File: src/rtl/spi_pkg.sv
// spi_pkg - shared types and constants for the mode-3 SPI debug-read master.
//   state_t      : frame sequencer states
//   FRAME_BITS   : SCLK periods per frame (address + data)
//   ADDR_BITS    : register address width sent on mosi
//   DATA_BITS    : register value width returned on miso
//   ADDR_*       : debug slave register map
//   mosi_bit()   : address bit driven during a given SCLK period
package spi_pkg;

  typedef enum logic [2:0] {
    IDLE  = 3'd0,
    SETUP = 3'd1,
    LOW   = 3'd2,
    HIGH  = 3'd3,
    HOLD  = 3'd4,
    GAP   = 3'd5
  } state_t;

  localparam int FRAME_BITS = 18;
  localparam int ADDR_BITS  = 2;
  localparam int DATA_BITS  = 16;

  localparam logic [ADDR_BITS-1:0] ADDR_REGD  = 2'd0;
  localparam logic [ADDR_BITS-1:0] ADDR_REGA  = 2'd1;
  localparam logic [ADDR_BITS-1:0] ADDR_PC    = 2'd2;
  localparam logic [ADDR_BITS-1:0] ADDR_STATE = 2'd3;

  // Periods 0 and 1 carry the address MSB first; data periods drive 0.
  function automatic logic mosi_bit(input logic [ADDR_BITS-1:0] addr,
                                    input logic [4:0]           idx);
    case (idx)
      5'd0:    return addr[1];
      5'd1:    return addr[0];
      default: return 1'b0;
    endcase
  endfunction

endpackage

File: src/rtl/spi_master_if.sv
// spi_master_if - request/response and SPI pin bundle of spi_master.
//   start_i, addr_i : frame request and register address
//   busy_o, done_o  : frame in progress, one-cycle read-complete pulse
//   data_o          : last register value read
//   sclk_o, csb_o, mosi_o, miso_i : SPI pins toward the debug slave
// Modport master is the spi_master side; modport slave is its user/peer.
interface spi_master_if;
  import spi_pkg::*;

  logic                 start_i;
  logic [ADDR_BITS-1:0] addr_i;
  logic                 busy_o;
  logic                 done_o;
  logic [DATA_BITS-1:0] data_o;
  logic                 sclk_o;
  logic                 csb_o;
  logic                 mosi_o;
  logic                 miso_i;

  modport master (
    input  start_i, addr_i, miso_i,
    output busy_o, done_o, data_o, sclk_o, csb_o, mosi_o
  );

  modport slave (
    output start_i, addr_i, miso_i,
    input  busy_o, done_o, data_o, sclk_o, csb_o, mosi_o
  );

endinterface

File: src/rtl/sync_2ff.sv
// sync_2ff - two-flop synchroniser, async active-low reset to 0.
//   clk_i  : destination clock
//   resetb : asynchronous active-low reset
//   d      : asynchronous input
//   q      : synchronised output (two clk_i cycles of latency)
module sync_2ff (
  input  logic clk_i,
  input  logic resetb,
  input  logic d,
  output logic q
);

  logic meta_q;

  always_ff @(posedge clk_i or negedge resetb) begin
    if (!resetb) begin
      meta_q <= 1'b0;
      q      <= 1'b0;
    end else begin
      meta_q <= d;
      q      <= meta_q;
    end
  end

endmodule

File: src/rtl/spi_master.sv
// spi_master - mode-3 SPI master reading 16-bit registers of the debug slave.
// Each frame is exactly 18 SCLK periods: 2 address bits out, 16 data bits in.
// Frames are never shortened, since the slave's bit counter free-runs.
//   clk_i  : system clock (rising edge)
//   resetb : asynchronous active-low reset, aborts any frame
//   bus    : spi_master_if.master (request, response and SPI pins)
// Parameter CLK_DIV: system clocks per SCLK half-period (>=1, >=3 with sync).
// Macro SPI_MASTER_MISO_SYNC_EN: route miso through sync_2ff before sampling.
//
// state | meaning
// IDLE  | csb high, sclk high, waiting for start_i
// SETUP | csb low, sclk high, CLK_DIV cycles before first fall
// LOW   | sclk low, mosi set on entry
// HIGH  | sclk high; miso sampled on entry
// HOLD  | last rise to csb release, mosi back to 0
// GAP   | csb high for CLK_DIV cycles; done_o on entry
module spi_master
  import spi_pkg::*;
#(
  parameter int CLK_DIV = 4
) (
  input  logic          clk_i,
  input  logic          resetb,
  spi_master_if.master  bus
);

  localparam int                DIV_W          = (CLK_DIV > 1) ? $clog2(CLK_DIV) : 1;
  localparam logic [DIV_W-1:0]  DIV_LOAD       = DIV_W'(CLK_DIV - 1);
  localparam logic [4:0]        LAST_BIT       = 5'(FRAME_BITS - 1);
  localparam logic [4:0]        FIRST_DATA_BIT = 5'(ADDR_BITS);

  state_t               state;
  logic [DIV_W-1:0]     div_cnt;
  logic [4:0]           bit_idx;
  logic [ADDR_BITS-1:0] addr_q;
  logic [DATA_BITS-1:0] rx_q;
  logic [DATA_BITS-1:0] data_q;
  logic                 busy_q;
  logic                 done_q;
  logic                 sclk_q;
  logic                 csb_q;
  logic                 mosi_q;
  logic                 miso_s;
  logic                 phase_end;

`ifdef SPI_MASTER_MISO_SYNC_EN
  sync_2ff u_miso_sync (
    .clk_i  (clk_i),
    .resetb (resetb),
    .d      (bus.miso_i),
    .q      (miso_s)
  );
`else
  assign miso_s = bus.miso_i;
`endif

  // Down-counter reloads at every phase boundary, so every phase is CLK_DIV long.
  assign phase_end = (div_cnt == '0);

  always_ff @(posedge clk_i or negedge resetb) begin
    if (!resetb) begin
      state   <= IDLE;
      div_cnt <= DIV_LOAD;
      bit_idx <= '0;
      addr_q  <= '0;
      rx_q    <= '0;
      data_q  <= '0;
      busy_q  <= 1'b0;
      done_q  <= 1'b0;
      sclk_q  <= 1'b1;
      csb_q   <= 1'b1;
      mosi_q  <= 1'b0;
    end else begin
      done_q <= 1'b0;
      if (state == IDLE || phase_end) div_cnt <= DIV_LOAD;
      else                            div_cnt <= div_cnt - 1'b1;

      case (state)
        IDLE: begin
          if (bus.start_i) begin
            state   <= SETUP;
            addr_q  <= bus.addr_i;
            bit_idx <= '0;
            busy_q  <= 1'b1;
            csb_q   <= 1'b0;
          end
        end
        SETUP: begin
          if (phase_end) begin
            state  <= LOW;
            sclk_q <= 1'b0;
            mosi_q <= mosi_bit(addr_q, bit_idx);
          end
        end
        LOW: begin
          if (phase_end) begin
            state  <= HIGH;
            sclk_q <= 1'b1;
            if (bit_idx >= FIRST_DATA_BIT) rx_q <= {rx_q[DATA_BITS-2:0], miso_s};
          end
        end
        HIGH: begin
          if (phase_end) begin
            if (bit_idx < LAST_BIT) begin
              state   <= LOW;
              sclk_q  <= 1'b0;
              bit_idx <= bit_idx + 5'd1;
              mosi_q  <= mosi_bit(addr_q, bit_idx + 5'd1);
            end else begin
              state  <= HOLD;
              mosi_q <= 1'b0;
            end
          end
        end
        HOLD: begin
          if (phase_end) begin
            state  <= GAP;
            csb_q  <= 1'b1;
            data_q <= rx_q;
            done_q <= 1'b1;
          end
        end
        GAP: begin
          if (phase_end) begin
            state  <= IDLE;
            busy_q <= 1'b0;
          end
        end
        default: state <= IDLE;
      endcase
    end
  end

  assign bus.busy_o = busy_q;
  assign bus.done_o = done_q;
  assign bus.data_o = data_q;
  assign bus.sclk_o = sclk_q;
  assign bus.csb_o  = csb_q;
  assign bus.mosi_o = mosi_q;

endmodule

File: src/flat_wrapper.sv
// flat-port wrapper written by rule: the top's interface ports become plain ports
module spi_master_flat import spi_pkg::*;
#(
  parameter int CLK_DIV = 4
)
  (clk_i, resetb, bus_start_i, bus_addr_i, bus_miso_i, bus_busy_o, bus_done_o, bus_data_o, bus_sclk_o, bus_csb_o, bus_mosi_o);
  spi_master_if bus_i ();
  input  logic clk_i;
  input  logic resetb;
  input wire logic [$bits(bus_i.start_i)-1:0] bus_start_i;
  input wire logic [$bits(bus_i.addr_i)-1:0] bus_addr_i;
  input wire logic [$bits(bus_i.miso_i)-1:0] bus_miso_i;
  output wire logic [$bits(bus_i.busy_o)-1:0] bus_busy_o;
  output wire logic [$bits(bus_i.done_o)-1:0] bus_done_o;
  output wire logic [$bits(bus_i.data_o)-1:0] bus_data_o;
  output wire logic [$bits(bus_i.sclk_o)-1:0] bus_sclk_o;
  output wire logic [$bits(bus_i.csb_o)-1:0] bus_csb_o;
  output wire logic [$bits(bus_i.mosi_o)-1:0] bus_mosi_o;
  assign bus_i.start_i = bus_start_i;
  assign bus_i.addr_i = bus_addr_i;
  assign bus_i.miso_i = bus_miso_i;
  assign bus_busy_o = bus_i.busy_o;
  assign bus_done_o = bus_i.done_o;
  assign bus_data_o = bus_i.data_o;
  assign bus_sclk_o = bus_i.sclk_o;
  assign bus_csb_o = bus_i.csb_o;
  assign bus_mosi_o = bus_i.mosi_o;
  spi_master #(.CLK_DIV(CLK_DIV)) u_core (.clk_i(clk_i), .resetb(resetb), .bus(bus_i));
endmodule
File: config.mk
export PLATFORM = sky130hd
export DESIGN_NAME = spi_master_flat
export DESIGN_NICKNAME = d
export VERILOG_FILES = /design/src/rtl/spi_pkg.sv /design/src/rtl/spi_master_if.sv /design/src/rtl/sync_2ff.sv /design/src/rtl/spi_master.sv /design/src/flat_wrapper.sv
export SDC_FILE = /design/constraint.sdc
export NUM_CORES = 1
export LEC_CHECK = 0
export CORE_AREA = 2 2 68 70
export DETAILED_ROUTE_END_ITERATION = 10
export DIE_AREA = 0 0 70 72
export PLACE_DENSITY = 0.78
export REMOVE_ABC_BUFFERS = 1
export SYNTH_ARGS = -nofsm -noshare
export SYNTH_HDL_FRONTEND = slang
export SYNTH_SLANG_ARGS = --single-unit
File: constraint.sdc
create_clock -name clk_i -period 2.6 [get_ports clk_i]
set_input_delay 0.26 -clock clk_i [delete_from_list [all_inputs] [get_ports clk_i]]
set_output_delay 0.26 -clock clk_i [all_outputs]
set_load 0.03 [all_outputs]
==> impl_metrics.toml <==
[sta]
rsz0062_at_grt = "false"
fin_crit_sh = 0.725
fmax_mhz = 531
period_minus_slack_ns = 1.88
final-setup-viol-count = 0
finalHoldViolations = 0
maxSlewHeadroom = 0.653
setup_ws_ns = 0.716
worst_pin_slew_ns = 0.520
fin_worst_skew_ns = 0.00407
report.final.slew_viol_count = 0
setup_tns_ns = 0

[setup_path]
regToRegSetupSlack_ns = 0.72
critPathMaxStageDelay_ns = 0.50
r2r_end = "u_core.rx_q[3]$_DFFE_PN0P_"
worstSetupPathType = "reg -> reg"
worstSetupEndpointType = "flop"
cpMaxStageDelayCell = "dfrtp_1"
endpoint = "u_core.rx_q[3]$_DFFE_PN0P_"
critPathArrivalTime_ns = 2.07
timing.rr.start = "u_core.state[2]$_DFFE_PN0P_"
critPathLaunchType = "flop"
startpoint = "u_core.state[2]$_DFFE_PN0P_"
cp_max_fo = 16
cp.required_ns = 2.79
crit_chain = "and2b_1 > nor3b_2 > buf_4 > mux2_2"
reg2reg_depth = 4

[global_route]
grt_max_degree = 28
grt.overflow.total = 0
grt_pass1_vias = 1457
grt_util_all_layers = 0.174
antenna_found_initial = 0
grt_pass1_wl_um = 6970

[place]
dpl_cell_area_mm2 = 0.00251
gp_congestion = 0.828
preCtsSetupSlack_ns = 0.727
port_buffers = 26
dp_hpwl_um = 2830

[logic_synthesis]
netlist_instances = 170
yosys_warnings = 0
ys_seq_elements = 49
synth_area_mm2 = 0.00226
post_synth_num_cell_types = 39
post_synth.cell_area_avg_um2 = 13.3
yosysSeqAreaShare = 0.545

[layout]
num-fill-cells = 331
syn_to_final_growth_pct = 16.1
layout-drive-gt1-share = 0.281
post-route-util = 0.615
final_area_mm2 = 0.00262
antennaDiodeCount = 0
fin_nets = 210

[power_and_ir_drop]
powerDensity_mw_per_mm2 = 782
irDropWorstVdd_uv = 383
leakage_nw = 1.19

[clock_network]
postCtsResizedCells = 0
clk_pin_slew_worst_paths_ns = 0.09
cts_hold_buf = 1
cts-root-buf = "clkbuf_8"
cts_setup_buffers = 0
clock-sinks = 49
cts_buffer_depth = 2
worstSkewPairLatency_ns = 0.30
htree_levels = 2
cts_tree = "built"
cts_made_buffers = 5

[floorplanning]
fp.dieArea_mm2 = 0.00504
ioPinCount = 27
die-width_um = 70
core_mm2 = 0.00426
initial_core_util = 0.530
fp-row-count = 24
die-height_um = 72

[route]
vias = 1375
ant_nets = 0
vias_per_cell = 5.48
wl_per_cell_um = 15.9
firstDrtPassIters = 4
drc = 0
wl_um = 4000
drt_iter0_markers = 62

[flow_run]
drv_cap = 0

[hold_path]
hold_path_class = "reg -> reg"

[status]
status = "complete, no violations"
==> layer usage <==
metal,vias up,wire length (um),track usage
met5,-,0,0
met4,0,61,0.0620
met3,5,158,0.0444
met2,33,1960,0.278
met1,679,1820,0.233
li1,658,-,-
==> power by group <==
part | internal (W) | leakage, nW | switching, W
registers | 0.000891 | 0.642 | 0.000153
logic | 0.000237 | 0.496 | 0.000272
clock network | 0.000246 | 0.0549 | 0.000251
total | 0.00137 | 1.19 | 0.000676
==> cell families after synthesis <==
logic type | count (synthesis) | share of synthesized area
mux | 34 | 0.186
xor+xnor | 1 | 0.00388
flops | 49 | 0.545
compound gates | 30 | 0.0953
fa+ha+maj | 6 | 0.0332
simple gates | 34 | 0.0831
buf+inv | 16 | 0.0532
==> worst max-delay path, delay by kind of cell, from the launching register on <==
kind	cells	cell delay, ns
AND/OR/NAND/NOR	2	0.61
flip-flops	1	0.50
multiplexers	1	0.37
buffers and inverters	1	0.29
==> how the worst min path moves through the flow <==
stage / endpoint / from / cells past startpoint / slack, ns
finish: u_core.div_cnt[0]$_DFF_PN1_ / u_core.div_cnt[0]$_DFF_PN1_ / 1 / 0.45
global route: u_core.div_cnt[0]$_DFF_PN1_ / u_core.div_cnt[0]$_DFF_PN1_ / 1 / 0.48
CTS: u_core.div_cnt[0]$_DFF_PN1_ / u_core.div_cnt[0]$_DFF_PN1_ / 1 / 0.46
detailed placement: u_core.bus.busy_o$_DFFE_PN0P_ / resetb / 1 / 0.26
global placement: u_core.bus.busy_o$_DFFE_PN0P_ / resetb / 1 / 0.25
floorplan: u_core.addr_q[0]$_DFFE_PN0P_ / resetb / 0 / -0.04
==> cell type report <==
cell class,instances,area [um2],area share
clock inverter,1,8.76,0.00334
tap,52,65.1,0.0248
sequential,49,1230,0.469
inverter,7,26.3,0.0100
clock buffer,7,96.3,0.0367
multi-input combinational,105,907,0.346
timing repair buffer,30,288,0.110
==> through the flow <==
stage / power, W / hold WS [ns] / cells
final: 0.00205 / 0.452 / 251
after CTS: 0.00207 / 0.456 / 251
after global routing: 0.00217 / 0.479 / 251
after floorplan: 0.00140 / -0.0356 / 161
after detailed placement: 0.00157 / 0.263 / 242
after global placement: 0.00153 / 0.249 / 242
==> placed cells by master (no fill, tap or decap), types with 2 or more instances in the layout <==
cell type and instances:
nand4_1 2, or3_1 2, mux2_4 10, ha_1 6, clkdlybuf4s50_1 25, nor2_1 7, a21oi_1 9, mux2_2 24
nand3_1 6, clkbuf_8 7, inv_1 7, buf_4 3, a211oi_1 2, o21ai_0 7, o22ai_1 2, dfrtp_1 45
a22oi_1 2, nor3_1 3, dfstp_2 4, nand2_1 7
==> cells in the mapped netlist <==
master,number,area share
clkbuf_1,2,0.0033
dfstp_2,4,0.047
ha_1,6,0.033
and3_1,1,0.0028
a211oi_1,2,0.0066
bufbuf_16,1,0.014
a21oi_1,9,0.020
or3_1,2,0.0055
o211ai_2,1,0.0055
and2b_1,1,0.0033
nand3_4,1,0.0078
mux2_4,10,0.066
buf_6,2,0.010
inv_1,7,0.012
o31ai_1,1,0.0033
a31o_2,1,0.0039
o211a_1,1,0.0044
or3b_2,1,0.0039
o21ai_0,7,0.016
a22o_1,1,0.0039
a32oi_1,1,0.0039
nor3b_2,1,0.0055
and2_1,1,0.0028
a41oi_1,1,0.0039
clkbuf_4,1,0.0033
dfrtp_1,45,0.50
mux2_2,24,0.12
nand3_1,6,0.013
clkbuf_8,1,0.0061
nand2_1,7,0.012
nor3_1,3,0.0066
nand2b_1,1,0.0028
nor2_1,7,0.012
a22oi_1,2,0.0066
buf_2,2,0.0044
o22ai_1,2,0.0055
xor2_1,1,0.0039
nand4_1,2,0.0055
o41ai_4,1,0.012
==> registers in the layout, indices dropped and copies added, names as in the netlist <==
name and count:
u_core.bus.data_o 16, u_core.rx_q 16, u_core.bit_idx 5, u_core.state 3, u_core.addr_q 2, u_core.div_cnt 2
u_core.bus.busy_o 1, u_core.bus.csb_o 1, u_core.bus.done_o 1, u_core.bus.mosi_o 1, u_core.bus.sclk_o 1
Note: power is estimated with default switching activity, not from simulation.
==> RTL change, RTL diff (config.mk and constraints unchanged) <==
Set the package constant `DATA_BITS` to 14 (it was 16).
--- a/src/rtl/spi_pkg.sv
+++ b/src/rtl/spi_pkg.sv
@@ -18,7 +18,7 @@
 
   localparam int FRAME_BITS = 18;
   localparam int ADDR_BITS  = 2;
-  localparam int DATA_BITS  = 16;
+  localparam int DATA_BITS  = 14;
 
   localparam logic [ADDR_BITS-1:0] ADDR_REGD  = 2'd0;
   localparam logic [ADDR_BITS-1:0] ADDR_REGA  = 2'd1;
Interface: changed (resized bus_data_o); port bits go from 27 to 25. The function was not compared with the original's and may differ.
==> RTL change against the original RTL <==
- combinational power grew 6.5%
- worst hold slack lost 0.34 ns
- total power is essentially flat
- routed wire length shrank 9.4%
- clock power grew 10%
- utilization shrank 4.5 points
- sequential cell count shrank 4
- sequential power shrank 8%
- area after synthesis shrank 9.2%
- via count shrank 7.7%
- worst setup slack lost 0.037 ns
- critical path depth grew 2
- cell area shrank 7.4%
- global-route usage shrank 1.9 points
- critical path type unchanged
- critical endpoint is now u_core.rx_q[0]
- largest cell class unchanged
==> RTL change: results (changes against the original RTL) <==
* Status: finished, final reports clean
* Switching fraction of total power at 32.15% (-0.83 points)
* # clk buffers at 6 (-1)
* FF-to-FF setup slack at 0.68 ns (-0.04 ns)
* CP top delay family: buffers and inverters
* Compound-cell area share of the yosys netlist at 7.993% (-1.5 points)
* Power Sequential at 960 uW (-8%)
* Worst-case vdd ir drop at 0.3794 mV (-0.92%)
* Vias per inst at 5.423 (-1.0%)
* Fraction of area in multi-input gates at 34.57% (about the same)
* Multi-input comb cells at 96 (-8.6%)
* NonClk Buf Share at 9.995% (-0.98 points)
* First-pass GRT wire length at 6.016 mm (-14%)
* Lkg Pwr at 1.113 nW (-6.6%)
* CP endpoint: u_core.rx_q[0]
* Met3 track demand over resource at 3.889% (-0.56 points)
* CP max stage delay at 0.38 ns (-0.12 ns)
* R2R cell count at 6 (+2)
* Relative slew slack at 35.82% (-29 points)
* CP arrival at 2.10 ns (+0.03 ns)
* Pin count of the biggest net entering global routing at 46 (+64%)
* Number of detailed-route iterations in the first pass at 5 (+1)
* Synth cell types at 36 (-7.7%)
* Sequential fraction of the synthesis area at 55.16% (+0.64 points)
* Post-route clock period utilization at 73.89% (+1.4 points)
* Final Wtd Congestion at 0.8320 (+0.53%)
* Top cells by area, synth: dfrtp_1 50%, mux2_2 11%, mux2_4 7.3%
* Routed WL at 3.621 mm (-9.4%)
* Post-Synthesis Cells at 157 (-7.6%)
* Inverters at 8 (+1)
* Worst reg2reg path startpoint: u_core.div_cnt[0]
* Iter 0 DRT Violations at 46 (-26%)
* Length of routed met3 wiring at 119 um (-25%)
* Post-synthesis mux area share at 19.28% (+0.67 points)
* Clock power share at 26.8% (+2.5 points)
* Number of non-clock buffers at 25 (-17%)
* Layout Cells excl Fill at 234 (-6.8%)
* M1 wire length at 1.528 mm (-16%)
* Layout cells sized above 1 at 27.47% (-0.67 points)
* Register Area at 1131 um^2 (-8.1%)
* CTS Sinks at 45 (-8.2%)
* Met2 Resource Use GR at 27.20% (-0.63 points)
* Top post-synthesis cells by count: 41 x dfrtp_1, 20 x mux2_2, 10 x mux2_4
* Metal2 WL at 1.925 mm (-1.5%)
* Post-synthesis adder-cell area fraction at 3.661% (+0.34 points)
* Hold WC Path Type: input port to asynchronous set/reset pin
* Crit-path slowest cell: dfstp_2
* Fillcell total at 339 (+2.4%)
* Final clock-cell share at 4.946% (+0.94 points)
## RTL change: cell count changes after synthesis, moves of 2 or more
| cell | unedited run | this run |
|---|---|---|
| nand3_1 | 6 | 3 |
| nand2_1 | 7 | 5 |
| mux2i_1 | 0 | 2 |
| nor3_1 | 3 | 5 |
| a21oi_1 | 9 | 7 |
| or3_1 | 2 | 0 |
| nand2b_1 | 1 | 3 |
| buf_6 | 2 | 0 |
| dfrtp_1 | 45 | 41 |
| mux2_2 | 24 | 20 |
## RTL change: worst min path at each step
stage                                  from                 to  slack, ns  cells past startpoint
after floorplan                      resetb   u_core.addr_q[0]      -0.04                      0
after global placement    u_core.div_cnt[0]  u_core.div_cnt[0]       0.43                      1
after detailed placement  u_core.div_cnt[0]  u_core.div_cnt[0]       0.44                      1
after CTS                            resetb    u_core.state[1]       0.13                      1
after global routing                 resetb   u_core.addr_q[1]       0.19                      1
final                                resetb  u_core.bit_idx[2]       0.11                      1
